==> src/rtl/verilog_bm_154_233_pkg.sv <==
// Shared constants and partner tables for the reciprocal substitution cipher.
// Each table is an involution over letter indices 0 (A) .. 25 (Z).
package verilog_bm_154_233_pkg;

  typedef logic [8:1] ascii_t;
  typedef logic [4:0] idx_t;

  localparam ascii_t CH_UP_A = 8'h41;
  localparam ascii_t CH_UP_Z = 8'h5A;
  localparam ascii_t CH_LO_A = 8'h61;
  localparam ascii_t CH_LO_Z = 8'h7A;

  localparam int unsigned NUM_LETTERS = 26;

  localparam idx_t BLK0 [NUM_LETTERS] = '{
    5'd14, 5'd2,  5'd1,  5'd4,  5'd3,  5'd6,  5'd5,  5'd8,  5'd7,  5'd10,
    5'd9,  5'd24, 5'd13, 5'd12, 5'd0,  5'd16, 5'd15, 5'd18, 5'd17, 5'd20,
    5'd19, 5'd22, 5'd21, 5'd25, 5'd11, 5'd23
  };

  localparam idx_t BLK1 [NUM_LETTERS] = '{
    5'd1,  5'd0,  5'd3,  5'd2,  5'd18, 5'd6,  5'd5,  5'd8,  5'd7,  5'd11,
    5'd22, 5'd9,  5'd13, 5'd12, 5'd15, 5'd14, 5'd17, 5'd16, 5'd4,  5'd20,
    5'd19, 5'd23, 5'd10, 5'd21, 5'd25, 5'd24
  };

  localparam idx_t BLK2 [NUM_LETTERS] = '{
    5'd1,  5'd0,  5'd7,  5'd11, 5'd5,  5'd4,  5'd14, 5'd2,  5'd9,  5'd8,
    5'd12, 5'd3,  5'd10, 5'd15, 5'd6,  5'd13, 5'd17, 5'd16, 5'd19, 5'd18,
    5'd21, 5'd20, 5'd23, 5'd22, 5'd25, 5'd24
  };

  localparam idx_t BLK3 [NUM_LETTERS] = '{
    5'd1,  5'd0,  5'd3,  5'd2,  5'd5,  5'd4,  5'd8,  5'd17, 5'd6,  5'd10,
    5'd9,  5'd16, 5'd13, 5'd12, 5'd15, 5'd14, 5'd11, 5'd7,  5'd19, 5'd18,
    5'd21, 5'd20, 5'd23, 5'd22, 5'd25, 5'd24
  };

endpackage

==> src/rtl/verilog_bm_154_233_if.sv <==
// Character stream bus: input character and block select in, substituted character out.
interface verilog_bm_154_233_if;
  import verilog_bm_154_233_pkg::*;

  ascii_t     in;
  logic [1:0] setting;
  ascii_t     out;

  modport master (output in, output setting, input out);
  modport slave  (input in, input setting, output out);
endinterface

==> src/rtl/verilog_bm_154_233_enigma_reflector.sv <==
// Combinational reflector: letter index and block select to partner index.
module enigma_reflector
  import verilog_bm_154_233_pkg::*;
(
  input  idx_t       i_idx,
  input  logic [1:0] i_setting,
  output idx_t       o_partner
);

  always_comb begin
    o_partner = i_idx;
    // Indices above 25 only arise for non-letters, whose result is discarded.
    if (i_idx < 5'(NUM_LETTERS)) begin
      unique case (i_setting)
        2'd0: o_partner = BLK0[i_idx];
        2'd1: o_partner = BLK1[i_idx];
        2'd2: o_partner = BLK2[i_idx];
        2'd3: o_partner = BLK3[i_idx];
        default: o_partner = i_idx;
      endcase
    end
  end

endmodule

==> src/rtl/verilog_bm_154_233.sv <==
// Reciprocal substitution cipher core: encode letter, reflect, decode with original case,
// pass non-letters through, register the result.
module verilog_bm_154_233
  import verilog_bm_154_233_pkg::*;
(
  input  logic                   clk,
  input  logic                   rst_n,
  verilog_bm_154_233_if.slave    bus
);

  logic   w_is_upper;
  logic   w_is_lower;
  ascii_t w_base;
  idx_t   w_idx;
  idx_t   w_partner;
  ascii_t w_next;
  ascii_t r_out;

  always_comb begin
    w_is_upper = (bus.in >= CH_UP_A) && (bus.in <= CH_UP_Z);
    w_is_lower = (bus.in >= CH_LO_A) && (bus.in <= CH_LO_Z);
    w_base     = w_is_lower ? CH_LO_A : CH_UP_A;
    w_idx      = 5'(bus.in - w_base);
  end

  enigma_reflector u_reflector (
    .i_idx     (w_idx),
    .i_setting (bus.setting),
    .o_partner (w_partner)
  );

  always_comb begin
    w_next = bus.in;
    if (w_is_upper || w_is_lower) begin
      w_next = w_base + {3'b000, w_partner};
    end
  end

  always_ff @(posedge clk or negedge rst_n) begin
    if (!rst_n) begin
      r_out <= '0;
    end else begin
      r_out <= w_next;
    end
  end

  assign bus.out = r_out;

endmodule

==> src/flat_wrapper.sv <==
// flat-port wrapper written by rule: the top's interface ports become plain ports
module verilog_bm_154_233_flat import verilog_bm_154_233_pkg::*;
  (clk, rst_n, bus_in, bus_setting, bus_out);
  verilog_bm_154_233_if bus_i ();
  input  logic clk;
  input  logic rst_n;
  input wire logic [$bits(bus_i.in)-1:0] bus_in;
  input wire logic [$bits(bus_i.setting)-1:0] bus_setting;
  output wire logic [$bits(bus_i.out)-1:0] bus_out;
  assign bus_i.in = bus_in;
  assign bus_i.setting = bus_setting;
  assign bus_out = bus_i.out;
  verilog_bm_154_233 u_core (.clk(clk), .rst_n(rst_n), .bus(bus_i));
endmodule
==> config.mk <==
export PLATFORM = sky130hd
export DESIGN_NAME = verilog_bm_154_233_flat
export DESIGN_NICKNAME = d
export VERILOG_FILES = /design/src/rtl/verilog_bm_154_233_pkg.sv /design/src/rtl/verilog_bm_154_233_if.sv /design/src/rtl/verilog_bm_154_233_enigma_reflector.sv /design/src/rtl/verilog_bm_154_233.sv /design/src/flat_wrapper.sv
export SDC_FILE = /design/constraint.sdc
export NUM_CORES = 1
export LEC_CHECK = 0
export CAP_MARGIN = 20
export CORE_MARGIN = 1
export CORE_UTILIZATION = 61
export CTS_CLUSTER_SIZE = 20
export DETAILED_ROUTE_END_ITERATION = 6
export PLACE_DENSITY = 0.86
export SLEW_MARGIN = 20
export SYNTH_ARGS = -nofsm -noshare
export SYNTH_HDL_FRONTEND = slang
export SYNTH_SLANG_ARGS = --single-unit
==> constraint.sdc <==
create_clock -name clk -period 0.8 [get_ports clk]
set_clock_uncertainty 0.05 [all_clocks]
set_input_delay 0.16 -clock clk [delete_from_list [all_inputs] [get_ports clk]]
set_output_delay 0.16 -clock clk [all_outputs]
set_load 0.03 [all_outputs]
==> results of run 1 <==
## per-stage QoR
step	setup slack, ns	hold slack (ns)	std cells
floorplan	-2.068	-0.1856	235
global placement	-2.314	0.3982	326
detailed placement	-2.571	0.4097	326
## synthesized netlist by cell type (all sizes together) (2+ instances only)
| cell | number |
|---|---|
| a221oi | 3 |
| a31o | 2 |
| nand2 | 22 |
| xnor2 | 3 |
| nand4 | 2 |
| nand2b | 9 |
| buf | 6 |
| dfrtp | 8 |
| nor2b | 5 |
| a211oi | 2 |
| o31ai | 4 |
| clkbuf | 15 |
| nand3 | 9 |
| o21ai | 24 |
| and2 | 6 |
| o21a | 2 |
| a22oi | 4 |
| mux2 | 3 |
| o211ai | 10 |
| o31a | 2 |
| a21oi | 18 |
| o2111ai | 3 |
| a41oi | 2 |
| inv | 10 |
| nor2 | 13 |
| a31oi | 5 |
| o22ai | 2 |
| ha | 13 |
| nor3 | 8 |
| o221ai | 3 |
## logic make-up after synthesis
logic type | share of synthesized area (%)
AOI/OAI and AO/OA | 39.21
xor gates and xnor gates | 2.549
adders and majority gates | 9.745
buffers and inverters | 8.320
DFF | 11.99
muxes | 2.848
and+or+nand+nor | 25.34
==> results list, run 1 <==
- Number of flip-flops and latches in the synthesized netlist: 8
* Top_reg_cell synth: sky130_fd_sc_hd__dfrtp_1
* Clock sink total: 8
- For this configuration, the core starts out at a cell density of between 60 and 70%.
- Outcome: aborted with a tool error
- Once detailed placement completed, the half-perimeter wirelength came to just over 5000 um.
* Largest area contributor in the synthesized netlist: sky130_fd_sc_hd__dfrtp_1
* Top cell type's share of synthesized area: between 10% and 20%
- The synthesized netlist occupies a cell area of 1669 sq um.
- Hold-fix buffer count after cts: 0
- The stage where the run came to a stop is 4_1_cts.
* Post_cts resized: 94
- IO Count: 20
- Summing the sequential cell areas from Yosys gives 11.99% of the chip area.
- The die is between 50 and 60 um tall.
* Standard-cell rows: 18
* Distinct cells, synth: 57
- Maximum number of buffers from clock root to sink: 2
- In this run the cell area measured after placement is about 2300 sq um.
* Die width: ~54 um
- In the synthesized netlist the async set-or-reset flop fraction comes to 100.0%.
* Number of H-tree branching levels: 1
- The synthesized design contains 0 enable-type register cells.
* Nets in the synthesized netlist: 260
* Err: [ERROR DPL-0038] Utilization greater than 100%, impossible to legalize
- The count of buffers added on input and output ports is 19.
- Clock root buffer: sky130_fd_sc_hd__clkbuf_4
- Number of buffers created by CTS: 3
* Average cell area after synthesis: between 7 and 8 sq um
* Last weighted congestion value of the routability-driven placer: ~1
* Cell types occupying the most area after synthesis: sky130_fd_sc_hd__dfrtp_1 (12%), sky130_fd_sc_hd__ha_1 (9.7%), sky130_fd_sc_hd__o21ai_0 (5.4%)
* Gate count of the mapped netlist: about 240
- Once the clock tree was built, the setup fixing pass inserted 19 buffers.
- For this run, the number of Yosys warnings is 0.
==> run 2: changes to the inputs <==
--- a/config.mk
+++ b/config.mk
@@ -7,10 +7,9 @@
 export LEC_CHECK = 0
 export CAP_MARGIN = 20
 export CORE_MARGIN = 1
-export CORE_UTILIZATION = 61
-export CTS_CLUSTER_SIZE = 20
+export CORE_UTILIZATION = 40
 export DETAILED_ROUTE_END_ITERATION = 6
-export PLACE_DENSITY = 0.86
+export PLACE_DENSITY_LB_ADDON = 0.15
 export SLEW_MARGIN = 20
 export SYNTH_ARGS = -nofsm -noshare
 export SYNTH_HDL_FRONTEND = slang
==> results list, run 2 <==
* Outcome: finished, violations left
- Violated checks: design-rule violations, negative setup slack
* Leak: ~1.3 nW
* Mux contribution to synthesized area: ~2.8%
* Delay of the slowest cell on the worst path: 0.28 ns
- RSZ-0062 raised after global routing: true
- Most frequent standard cell in the layout excluding fill and tap cells: sky130_fd_sc_hd__buf_4
- Number of nets in the finished design: approximately 370
- Signed area change from the synthesized netlist to the final layout: 78.86%
* Core ar.: 4000 sq um
- Share of synthesized cell area in full adder, half adder and majority cells: under 10%
* Max Slew Vio Count: 0
* Die Span Y: approximately 67 um
- Static timing analysis puts the maximum clock frequency at 408.2 MHz.
* Max-cap violations: 0
- N_diodes: 0
* Final routed wire length divided by cell count: between 15 and 20 um
- Post-synth ARST share: between 90% and 100%
- The register with the most flip-flops in the layout has 8 of them.
* Share of cells above drive strength 1: 51.33%
- Dominant combinational cell family by area after synthesis: compound AO/OA/AOI/OAI gates
- Of the synthesized area, sequential elements account for approximately an eighth.
- IO Count: 20
- Of the total synthesized cell area, the portion taken by XOR and XNOR cells is between 2 and 3%.
* Maximum number of buffers from clock root to sink: 2
* Clock sink total: 8
- Setup violations remaining at the end of the flow were counted as 16.
* Final Critical Period: ~2.4 ns
- Worst Path Max Fanout: 5
- Total die area: around 4400 sq um
- Number of buffers created by CTS: 3
* Number of flip-flops and latches in the synthesized netlist: 8
- IR analysis of the VDD net gives a maximum drop of approximately 0.53 mV.
- Final-report hold violation count: 0
- Final Non-Filler Cells: just under 400
* Final Util: 74.63%
- Last weighted congestion value of the routability-driven placer: slightly below 0.9
- Sorting the synthesized cells by how often they occur yields sky130_fd_sc_hd__nand2_1 (21), sky130_fd_sc_hd__o21ai_0 (18), sky130_fd_sc_hd__a21oi_1 (17).
* Nets in the synthesized netlist: 260
- Data arrival at the endpoint of the critical path: around 2.5 ns
- Yosys mapped a number of flops with a built-in enable equal to 0.
* Crit-path cells: buf_8 > clkinv_4 > ha_4 > nor3b_4 > buf_6 > xor2_4 > buf_6 > o21ai_2 > a22oi_2 > o211ai_1 > buf_4 > buf_4 > a221oi_2 > xnor2_1 > o21ai_1
- The worst path uses 306.2% of the clock period.
* Overall Global Routing Usage: between 30% and 40%
- Number of detailed-routing iterations run before antenna repair: 7
- Area of all placed cells without fillers: around 3000 sq um
- The synthesized netlist devotes 25.34% of its cell area to simple gates.
- Measured along the x axis, the die boundary spans 66.60 um.
- Gate count of the mapped netlist: 235
- In the layout the commonest cells are sky130_fd_sc_hd__buf_4 (91), sky130_fd_sc_hd__nand2_1 (18), sky130_fd_sc_hd__buf_6 (18).
- Each instance of the synthesized netlist takes up on average between 7 and 8 sq um.
* Clock root buffer: sky130_fd_sc_hd__clkbuf_8
* Worst Max-Slew Pin Slew: between 0.6 and 0.7 ns
- Summing internal, switching and leakage power gives around 3.2 mW.
- Largest net degree at the start of global routing: 19
- Cell types occupying the most area after synthesis: sky130_fd_sc_hd__dfrtp_1 (12%), sky130_fd_sc_hd__ha_1 (9.7%), sky130_fd_sc_hd__o21ai_0 (5.4%)
- Summed over all failing endpoints, the final setup total negative slack is -13.55 ns.
- By startpoint and endpoint, the worst setup path is classified as primary input to flop.
- Synth warn: 0
- CP Capture Type: flop
- IO buf count: 19
- Starting density of the core: 41.73%
- Worst setup SP type: primary input
- TritonCTS built the clock tree.
* Grt total ovfl: 0
* Number of vias after detailed routing: around 2300
* DR iter-0 viols: 301
* Initial antenna violation count: 0
* Post-synthesis compound-gate area fraction: about two fifths
- Post-synth design cell area: between 1500 and 2000 sq um
- Post-detailed-placement half-perimeter wirelength: around 4600 um
- Cell area power density: between 1000 and 1500 nW/um^2
* Clock-pin transition on the worst setup and hold timing paths: ~0.040 ns
* Worst Setup Slack, final: -1.650 ns
* Top_reg_cell synth: sky130_fd_sc_hd__dfrtp_1
- Summed over all instances, the cell type with the most area after synthesis is sky130_fd_sc_hd__dfrtp_1.
- Antenna Violating Nets Remaining: 0
* Crit path buffers/inverters: 6
* Sum of routed wire length over all layers: approximately 6800 um
- Counting tap cells, the placed design contains a total of approximately 370 instances.
* Distinct cells, synth: 57
- At the worst endpoint, the required time is roughly 0.83 ns.
- Final routed DRC violation total: 2
- Most common cell in the synthesized netlist: sky130_fd_sc_hd__nand2_1
* Top cell type's share of synthesized area: 11.99%
* Cell at the slowest stage of the critical path: sky130_fd_sc_hd__nor3b_4
- Crit-path leading delay family: buffers and inverters
* Via count of the first global-routing pass: ~2200
- Classification of the worst-slack hold path: primary input to asynchronous set/reset pin
* Startpoint of the worst setup timing path: bus_in[1]
* Wire length of the first global-routing pass: between 10000 and 15000 um
- Number of H-tree branching levels: 1
- Standard-cell rows: 23
* Via-per-instance ratio: between 5 and 6
* Slew Limit Headroom: between 50% and 60%
* Instance area after placement: 2504 sq um
==> run 2: cell counts after synthesis <==
No cell type changed its count.
==> run 2: where the power goes <==
| group | leakage (nW) | internal (mW) | switching [mW] |
|---|---|---|---|
| logic | 1.17 | 1.16 | 1.12 |
| registers | 0.0941 | 0.441 | 0.0152 |
| clock network | 0.0216 | 0.326 | 0.156 |
| total | 1.28 | 1.92 | 1.29 |
==> run 2: cell type report <==
cell class	count	area (sq um)
Sequential cell	8	200.2
Inverter	10	55.05
Clock buffer	3	41.29
Fill cell	297	1015
Multi-Input combinational cell	196	1584
Timing Repair Buffer	122	1042
Tap cell	50	62.56
==> run 2: timing repair <==
action,4_1_cts,5_1_grt
gates resized for setup,54,34
endpoints found under the setup margin,16,16
hold buffers,0,0
gates cloned,0,1
buffers inserted,13,7
pin swaps,22,20
==> run 2: worst max-delay path by stage <==
stage	endpoint	slack, ns	cells past startpoint
floorplan	u_core.bus.out[4]$_DFF_PN0_	-2.07	19
global placement	u_core.bus.out[4]$_DFF_PN0_	-2.40	16
detailed placement	u_core.bus.out[4]$_DFF_PN0_	-2.44	16
CTS	u_core.bus.out[4]$_DFF_PN0_	-1.58	15
global route	u_core.bus.out[4]$_DFF_PN0_	-1.74	15
finish	u_core.bus.out[4]$_DFF_PN0_	-1.65	15
==> run 2: per-stage QoR <==
stage               hold WS, ns  setup WS (ns)
floorplan               -0.1856         -2.068
detailed placement       0.4388         -2.436
finish                   0.2014         -1.650
CTS                      0.2027         -1.578
global placement         0.4410         -2.405
global route             0.2126         -1.743
==> run 2: metal layers <==
layer | GRT usage (%) | up-vias | wire, um
met5 | 0 | - | 0
met1 | 41.16 | 1074 | 2784
met3 | 2.568 | 21 | 515
met2 | 51.39 | 132 | 3317
met4 | 7.447 | 0 | 178
li1 | - | 1097 | -
==> run 2: logic make-up (layout without fill, tap and decap cells) <==
family	Yosys count	after routing
AO/OA/AOI/OAI	94	94
AND/OR/NAND/NOR	81	81
buffers and inverters	31	135
adder cells (fa/ha/maj)	13	13
flip-flops	8	8
XOR/XNOR	4	4
multiplexers	4	4
Note: power is estimated with default switching activity, not from simulation.
==> run 3: changes to the inputs <==
--- a/config.mk
+++ b/config.mk
@@ -6,11 +6,11 @@
 export NUM_CORES = 1
 export LEC_CHECK = 0
 export CAP_MARGIN = 20
-export CORE_MARGIN = 1
-export CORE_UTILIZATION = 40
+export CORE_AREA = 2 2 63 65
 export DETAILED_ROUTE_END_ITERATION = 6
+export DIE_AREA = 0 0 65 67
+export MAX_ROUTING_LAYER = met4
 export PLACE_DENSITY_LB_ADDON = 0.15
-export SLEW_MARGIN = 20
 export SYNTH_ARGS = -nofsm -noshare
 export SYNTH_HDL_FRONTEND = slang
 export SYNTH_SLANG_ARGS = --single-unit
==> results list, run 3 (synthesized netlist as in run 2, its figures left out) <==
- Area of all placed cells without fillers: approximately 2800 sq um
* Switching power as a share of total power: about two fifths
- The repair_antennas step left the layout with diodes totalling 0.
- TritonCTS created 3 clock buffers.
* Max Slew Vio Count: 0
* Sum of routed wire length over all layers: around 6700 um
- The smallest clock period supported by the final layout is computed as about 2.5 ns.
- The final layout contains about 350 nets.
- Fraction of power consumed by combinational cells: a little over two thirds
* Core ar.: about 3600 sq um
* CTS tree: done
- Outcome: finished, violations left
- Overall Global Routing Usage: 29.90%
* Data required time of the worst path: 0.86 ns
* Worst setup SP type: primary input
- The number of global-route vias before repair is 2000.
* FMAX: slightly below 400 MHz
- Standard-cell rows: 22
* Most frequent standard cell in the layout excluding fill and tap cells: sky130_fd_sc_hd__buf_4
- Final routed wire length divided by cell count: roughly 18 um
* Slew Limit Headroom: about three quarters
* DR iter-0 viols: between 200 and 250
* Initial antenna violation count: 0
* RSZ-0062 raised after global routing: true
- Sum Neg Setup Slack: -13.72 ns
* Classification of the worst-slack hold path: primary input to asynchronous set/reset pin
- Final routed DRC violation total: 0
* Setup CP Type: primary input to flop
- Dividing the detail-routed via count by the number of cells gives between 6 and 7.
- Setup violations remaining at the end of the flow were counted as 16.
- Clock sink total: 8
- Along the worst path, the maximum fanout reaches 7.
- The floorplan step defined a die boundary enclosing 4355 sq um.
- Design Power: between 3 and 4 mW
- For met1 alone, demand over resource in global routing was ~40%.
* Largest net degree at the start of global routing: 20
* Peak supply drop: approximately 0.5 mV
- Die width: about 65 um
- Compared with the post-synthesis result, the final layout area differs by 70.24%.
* Most frequent cells in the layout: sky130_fd_sc_hd__buf_4 (72), sky130_fd_sc_hd__nand2_1 (19), sky130_fd_sc_hd__a21oi_1 (16)
- The checks that failed: negative setup slack.
- Most congested layer reported by global routing: met2
- Data arrival at the endpoint of the critical path: around 2.6 ns
- The die is 67 um tall.
- In this run the power density over the cells is between 1000 and 1500 nW/um^2.
- Internal power comes to 1.810 mW.
* Last weighted congestion value of the routability-driven placer: 0.9694
- CTS built an H-tree with a depth of 1.
- Sequential fraction of design power: 14.8%
* Power share of the clock group: 15.3%
- The tool flagged a number of max-cap violations equal to 0.
* Maximum number of buffers from clock root to sink: 2
* Share of cells above drive strength 1: a little under half
* Worst Max-Slew Pin Slew: between 0.3 and 0.4 ns
- The count of endpoints failing hold in the final timing report came to 0.
* GR Layer Usage met3: approximately 3.5%
- At the end of the flow the core is filled with cells to 78.80%.
- The analysis attributes to cell leakage a power of around 1.2 nW.
* IO Count: 20
* Met2 layer usage reported by global route: approximately 50%
- CP Capture Type: flop
- Number of detailed-routing iterations run before antenna repair: 5
* Instance area after placement: roughly 2400 sq um
* IO buf count: 19
* Clock root buffer: sky130_fd_sc_hd__clkbuf_8
- In this run the remaining antenna-violating nets after routing total 0.
- The routed layout has between 2000 and 2500 vias.
* Worst Setup Slack, final: -1.739 ns
- Summed over all nets, the switching power comes to approximately 1.3 mW.
- For this run the aggregate overflow at the end of global routing stands at 0.
* Max FFs per register: 8
- Starting density of the core: around 46%
* Clock-pin transition on the worst setup and hold timing paths: 0.04 ns
* Post-detailed-placement half-perimeter wirelength: approximately 4300 um
- Of the available clock period, the critical path in the final layout requires 317.4%.
- Wire length of the first global-routing pass: roughly 9900 um
run 3: changes by cell type in the layout (fill, tap and decap cells not counted), sizes merged:
cell	delta
clkdlybuf4s15	-1
inv	+1
buf	-20
dlygate4sd2	+1
clkdlybuf4s50	-1
clkinv	-1
run 3: path summary, 6_finish.rpt:
kind / from / end / slack (ns) / cells past startpoint
min: rst_n / u_core.bus.out[4]$_DFF_PN0_ / 0.17 / 1
min in group clk: bus_in[1] / u_core.bus.out[1]$_DFF_PN0_ / 0.30 / 4
max in group asynchronous: rst_n / u_core.bus.out[6]$_DFF_PN0_ / 0.26 / 1
max: bus_in[1] / u_core.bus.out[4]$_DFF_PN0_ / -1.74 / 15
run 3: power groups by stage:
| stage | clock (mW) | combinational [mW] | sequential (mW) |
|---|---|---|---|
| 2_1_floorplan | 0 | 0.942 | 0.529 |
| 3_3_place_gp | 0 | 1.67 | 0.455 |
| 3_5_place_dp | 0 | 1.68 | 0.455 |
| 4_1_cts | 0.480 | 1.93 | 0.458 |
| 5_1_grt | 0.505 | 2.30 | 0.461 |
| 6_report | 0.475 | 2.17 | 0.458 |
run 3: cell type report:
class	instances	area, sq um
fillers	250	764.5
multi-input cells	196	1610
well taps	48	60.06
repair buffers	101	872.1
flip-flops and latches	8	200.2
clock buffers	3	41.29
inverters	10	57.56
run 3: per-stage QoR:
step / hold WS [ns] / worst slack (ns) / cells
5_1_grt: 0.2000 / -1.780 / 366
3_3_place_gp: 0.3978 / -2.337 / 351
6_report: 0.1679 / -1.739 / 366
3_5_place_dp: 0.4074 / -2.402 / 351
4_1_cts: 0.1794 / -1.693 / 361
2_1_floorplan: -0.1856 / -2.068 / 235
run 3: worst max-delay path: stages:
cell and delay [ns]:
sky130_fd_sc_hd__buf_8 0.10, sky130_fd_sc_hd__inv_6 0.05, sky130_fd_sc_hd__ha_4 0.15, sky130_fd_sc_hd__nor3b_4 0.27, sky130_fd_sc_hd__buf_6 0.16, sky130_fd_sc_hd__xor2_4 0.17
sky130_fd_sc_hd__buf_6 0.16, sky130_fd_sc_hd__o21ai_1 0.08, sky130_fd_sc_hd__a22oi_1 0.23, sky130_fd_sc_hd__o211ai_1 0.18, sky130_fd_sc_hd__buf_4 0.18, sky130_fd_sc_hd__buf_4 0.14
sky130_fd_sc_hd__a221oi_4 0.29, sky130_fd_sc_hd__xnor2_1 0.18, sky130_fd_sc_hd__o21ai_1 0.08
run 3: repair_timing:
| item | in CTS | in global routing |
|---|---|---|
| buffers inserted | 9 | 5 |
| cloned | 0 | 1 |
| endpoints found under the setup margin | 16 | 16 |
| hold buffers | 0 | 0 |
| resized for setup | 59 | 23 |
| pin swaps | 25 | 21 |
run 3: metal layers:
layer  share of wire [%]  vias to the layer above
met4                 2.3                        0
met2                  49                      115
met5                   0                        -
met1                  43                     1077
li1                    -                     1045
met3                 6.3                       18
==> run 4: changes to the inputs <==
==> constraint.sdc (replaced) <==
create_clock -name clk -period 3.1 [get_ports clk]
set_clock_uncertainty 0.05 [all_clocks]
set_input_delay 0.62 -clock clk [delete_from_list [all_inputs] [get_ports clk]]
set_output_delay 0.62 -clock clk [all_outputs]
set_load 0.03 [all_outputs]
==> results list, run 4 (synthesized netlist as in run 2, its figures left out) <==
* Outcome: finished clean
* Clock-pin transition on the worst setup and hold timing paths: 0.04 ns
- The cell that appears most often on the critical path is sky130_fd_sc_hd__ha_4.
- In the final layout, the share of cells above drive strength 1 is between 30% and 40%.
- Met2 layer usage reported by global route: a little under half
* Crit path buffers/inverters: 6
- Max-cap violations in this run came to 0.
* Crit-path leading delay family: compound AO/OA/AOI/OAI gates
- CTS tree: done
- Clock sink total: 8
- Worst hold slack: 0.6134 ns
- Data on the critical path arrives at its endpoint at 3.11 ns.
- Setup CP Type: primary input to flop
- Starting density of the core: a little under half
- At the end of the flow the core is filled with cells to 68.36%.
- Antenna Violating Nets Remaining: 0
- Max Slew Vio Count: 0
* Crit-path cells: buf_2 > inv_8 > ha_4 > buf_4 > inv_4 > ha_4 > buf_4 > nor2b_2 > o21ai_0 > o311a_1 > o2111ai_1 > a31oi_1 > nand2_1 > ha_4 > inv_2 > a221oi_2 > xnor2_1 > o21ai_1
- Design Power: 693.9 uW
- The critical path crosses 18 cells after its start point.
* Post-place setup slack: -0.5730 ns
- Across the VDD grid, the largest voltage drop is 0.1191 mV.
- Overall Global Routing Usage: around 29%
* Last weighted congestion value of the routability-driven placer: approximately 0.96
- The total area inside the core boundary comes to approximately 3600 sq um.
- Initial antenna violation count: 0
* Classification of the worst-slack hold path: primary input to asynchronous set/reset pin
- Via-per-instance ratio: about 6.1
* Clock root buffer: sky130_fd_sc_hd__clkbuf_8
- Entering global routing, the biggest net connects 27 pins.
* Worst Path Max Fanout: 6
* Final-report hold violation count: 0
- Leak: between 1 and 1.5 nW
* Final routed DRC violation total: 0
* Sum of routed wire length over all layers: 5548 um
- Die Span Y: between 60 and 70 um
- Most congested layer reported by global routing: met2
* Number of nets in the finished design: about 330
- Wire length of the first global-routing pass: around 9600 um
- For met3 alone, demand over resource in global routing was under 10%.
* Grt total ovfl: 0
- Worst Setup Slack, final: 0.04687 ns
* Post-detailed-placement half-perimeter wirelength: 4341 um
- The first detailed-routing pass ran for 5 iterations.
- The detailed router placed between 2000 and 2500 vias in this run.
- The top cell types in the final layout, fill and taps aside, are sky130_fd_sc_hd__buf_4 (62), sky130_fd_sc_hd__nand2_1 (21), sky130_fd_sc_hd__a21oi_1 (17), sky130_fd_sc_hd__o21ai_0 (17), sky130_fd_sc_hd__clkdlybuf4s50_1 (15).
- RSZ-0062 raised after global routing: true
- The slowest stage of the critical path belongs to the cell sky130_fd_sc_hd__a31oi_1.
- Maximum number of buffers from clock root to sink: 2
* Max FFs per register: 8
- The floorplan has 22 rows.
- Die width: roughly 65 um
- Total die area: ~4400 sq um
* CP Capture Type: flop
* Timing endpoint of the critical path: u_core.bus.out[4]$_DFF_PN0_
* Most frequent standard cell in the layout excluding fill and tap cells: sky130_fd_sc_hd__buf_4
- Data on the critical path is required at its endpoint by 3.15 ns.
- The smallest clock period supported by the final layout is computed as roughly 3.1 ns.
- Buffers inserted during clock tree synthesis total 3.
- Delay of the slowest cell on the worst path: approximately 0.25 ns
- The number of global-route vias before repair came to 1971.
- N_diodes: 0
- In this run the power density over the cells is between 200 and 300 nW/um^2.
* Global-route met1 utilization: 38.01%
* IO Count: 20
- Startpoint of the worst setup timing path: bus_in[0]
- The worst setup path is launched from a primary input.
- In this run the number of H-tree levels came out at 1.
* Final Cycle Share: a little over nine tenths
- For the pin with the worst max-slew slack, the measured transition is between 0.4 and 0.5 ns.
- Based on the critical path, the design can be clocked at up to roughly 330 MHz.
- Setup violations remaining at the end of the flow were counted as 0.
- The area growth from synthesis to layout is 47.68%.
- DR iter-0 viols: ~200
* Final routed wire length divided by cell count: 15.94 um
- Headroom to the max-slew limit came out at a little under 70%.
- During placement, the flow inserted port buffers numbering 19.
run 4: cell count changes in the layout (fill, tap and decap cells not counted), moves of 3 or more:
cell                              change
sky130_fd_sc_hd__ha_4                 -3
sky130_fd_sc_hd__ha_1                 +4
sky130_fd_sc_hd__buf_6               -12
sky130_fd_sc_hd__nand2_2              -3
sky130_fd_sc_hd__buf_4               -10
sky130_fd_sc_hd__buf_12               -3
sky130_fd_sc_hd__clkdlybuf4s50_1      +9
run 4: where the power goes:
part	total (mW)	internal [mW]	switching [mW]
clock network	0.121	0.0838	0.0377
registers	0.116	0.114	0.00214
logic	0.456	0.214	0.243
total	0.694	0.411	0.283
run 4: worst min-delay path by stage:
stage | start | slack, ns | depth (start not counted) | endpoint
final | rst_n | 0.61 | 1 | u_core.bus.out[5]$_DFF_PN0_
after global routing | rst_n | 0.64 | 1 | u_core.bus.out[7]$_DFF_PN0_
after CTS | rst_n | 0.62 | 1 | u_core.bus.out[7]$_DFF_PN0_
after detailed placement | rst_n | 0.86 | 1 | u_core.bus.out[6]$_DFF_PN0_
after global placement | rst_n | 0.86 | 1 | u_core.bus.out[5]$_DFF_PN0_
after floorplan | rst_n | 0.27 | 0 | u_core.bus.out[0]$_DFF_PN0_
run 4: what timing repair did:
action                     in CTS  in global routing
buffers inserted                0                  2
gates resized for setup        16                  8
setup endpoints to repair       7                  7
pin swaps                       5                  7
gates cloned                    0                  0
hold buffers                    0                  0
run 4: layer usage:
layer | routed length, um | vias to the layer above
met3 | 394 | 13
met1 | 2466 | 991
met5 | 0 | -
li1 | - | 1013
met4 | 91 | 0
met2 | 2595 | 109
run 4: per-stage QoR:
step / setup TNS (ns) / cells / cell area, sq um
detailed placement: -3.716 / 343 / 2346
global route: -0.03024 / 348 / 2465
finish: 0 / 348 / 2465
CTS: 0 / 346 / 2427
floorplan: -0.4416 / 235 / 1794
global placement: -3.527 / 343 / 2346
run 4: cell type report:
| cell class | count | area (sq um) |
|---|---|---|
| fill | 312 | 1141 |
| sequential | 8 | 200.2 |
| clock buffer | 3 | 41.29 |
| tap | 48 | 60.06 |
| inverter | 10 | 52.55 |
| timing repair buffer | 83 | 669.4 |
| multi-input combinational | 196 | 1441 |
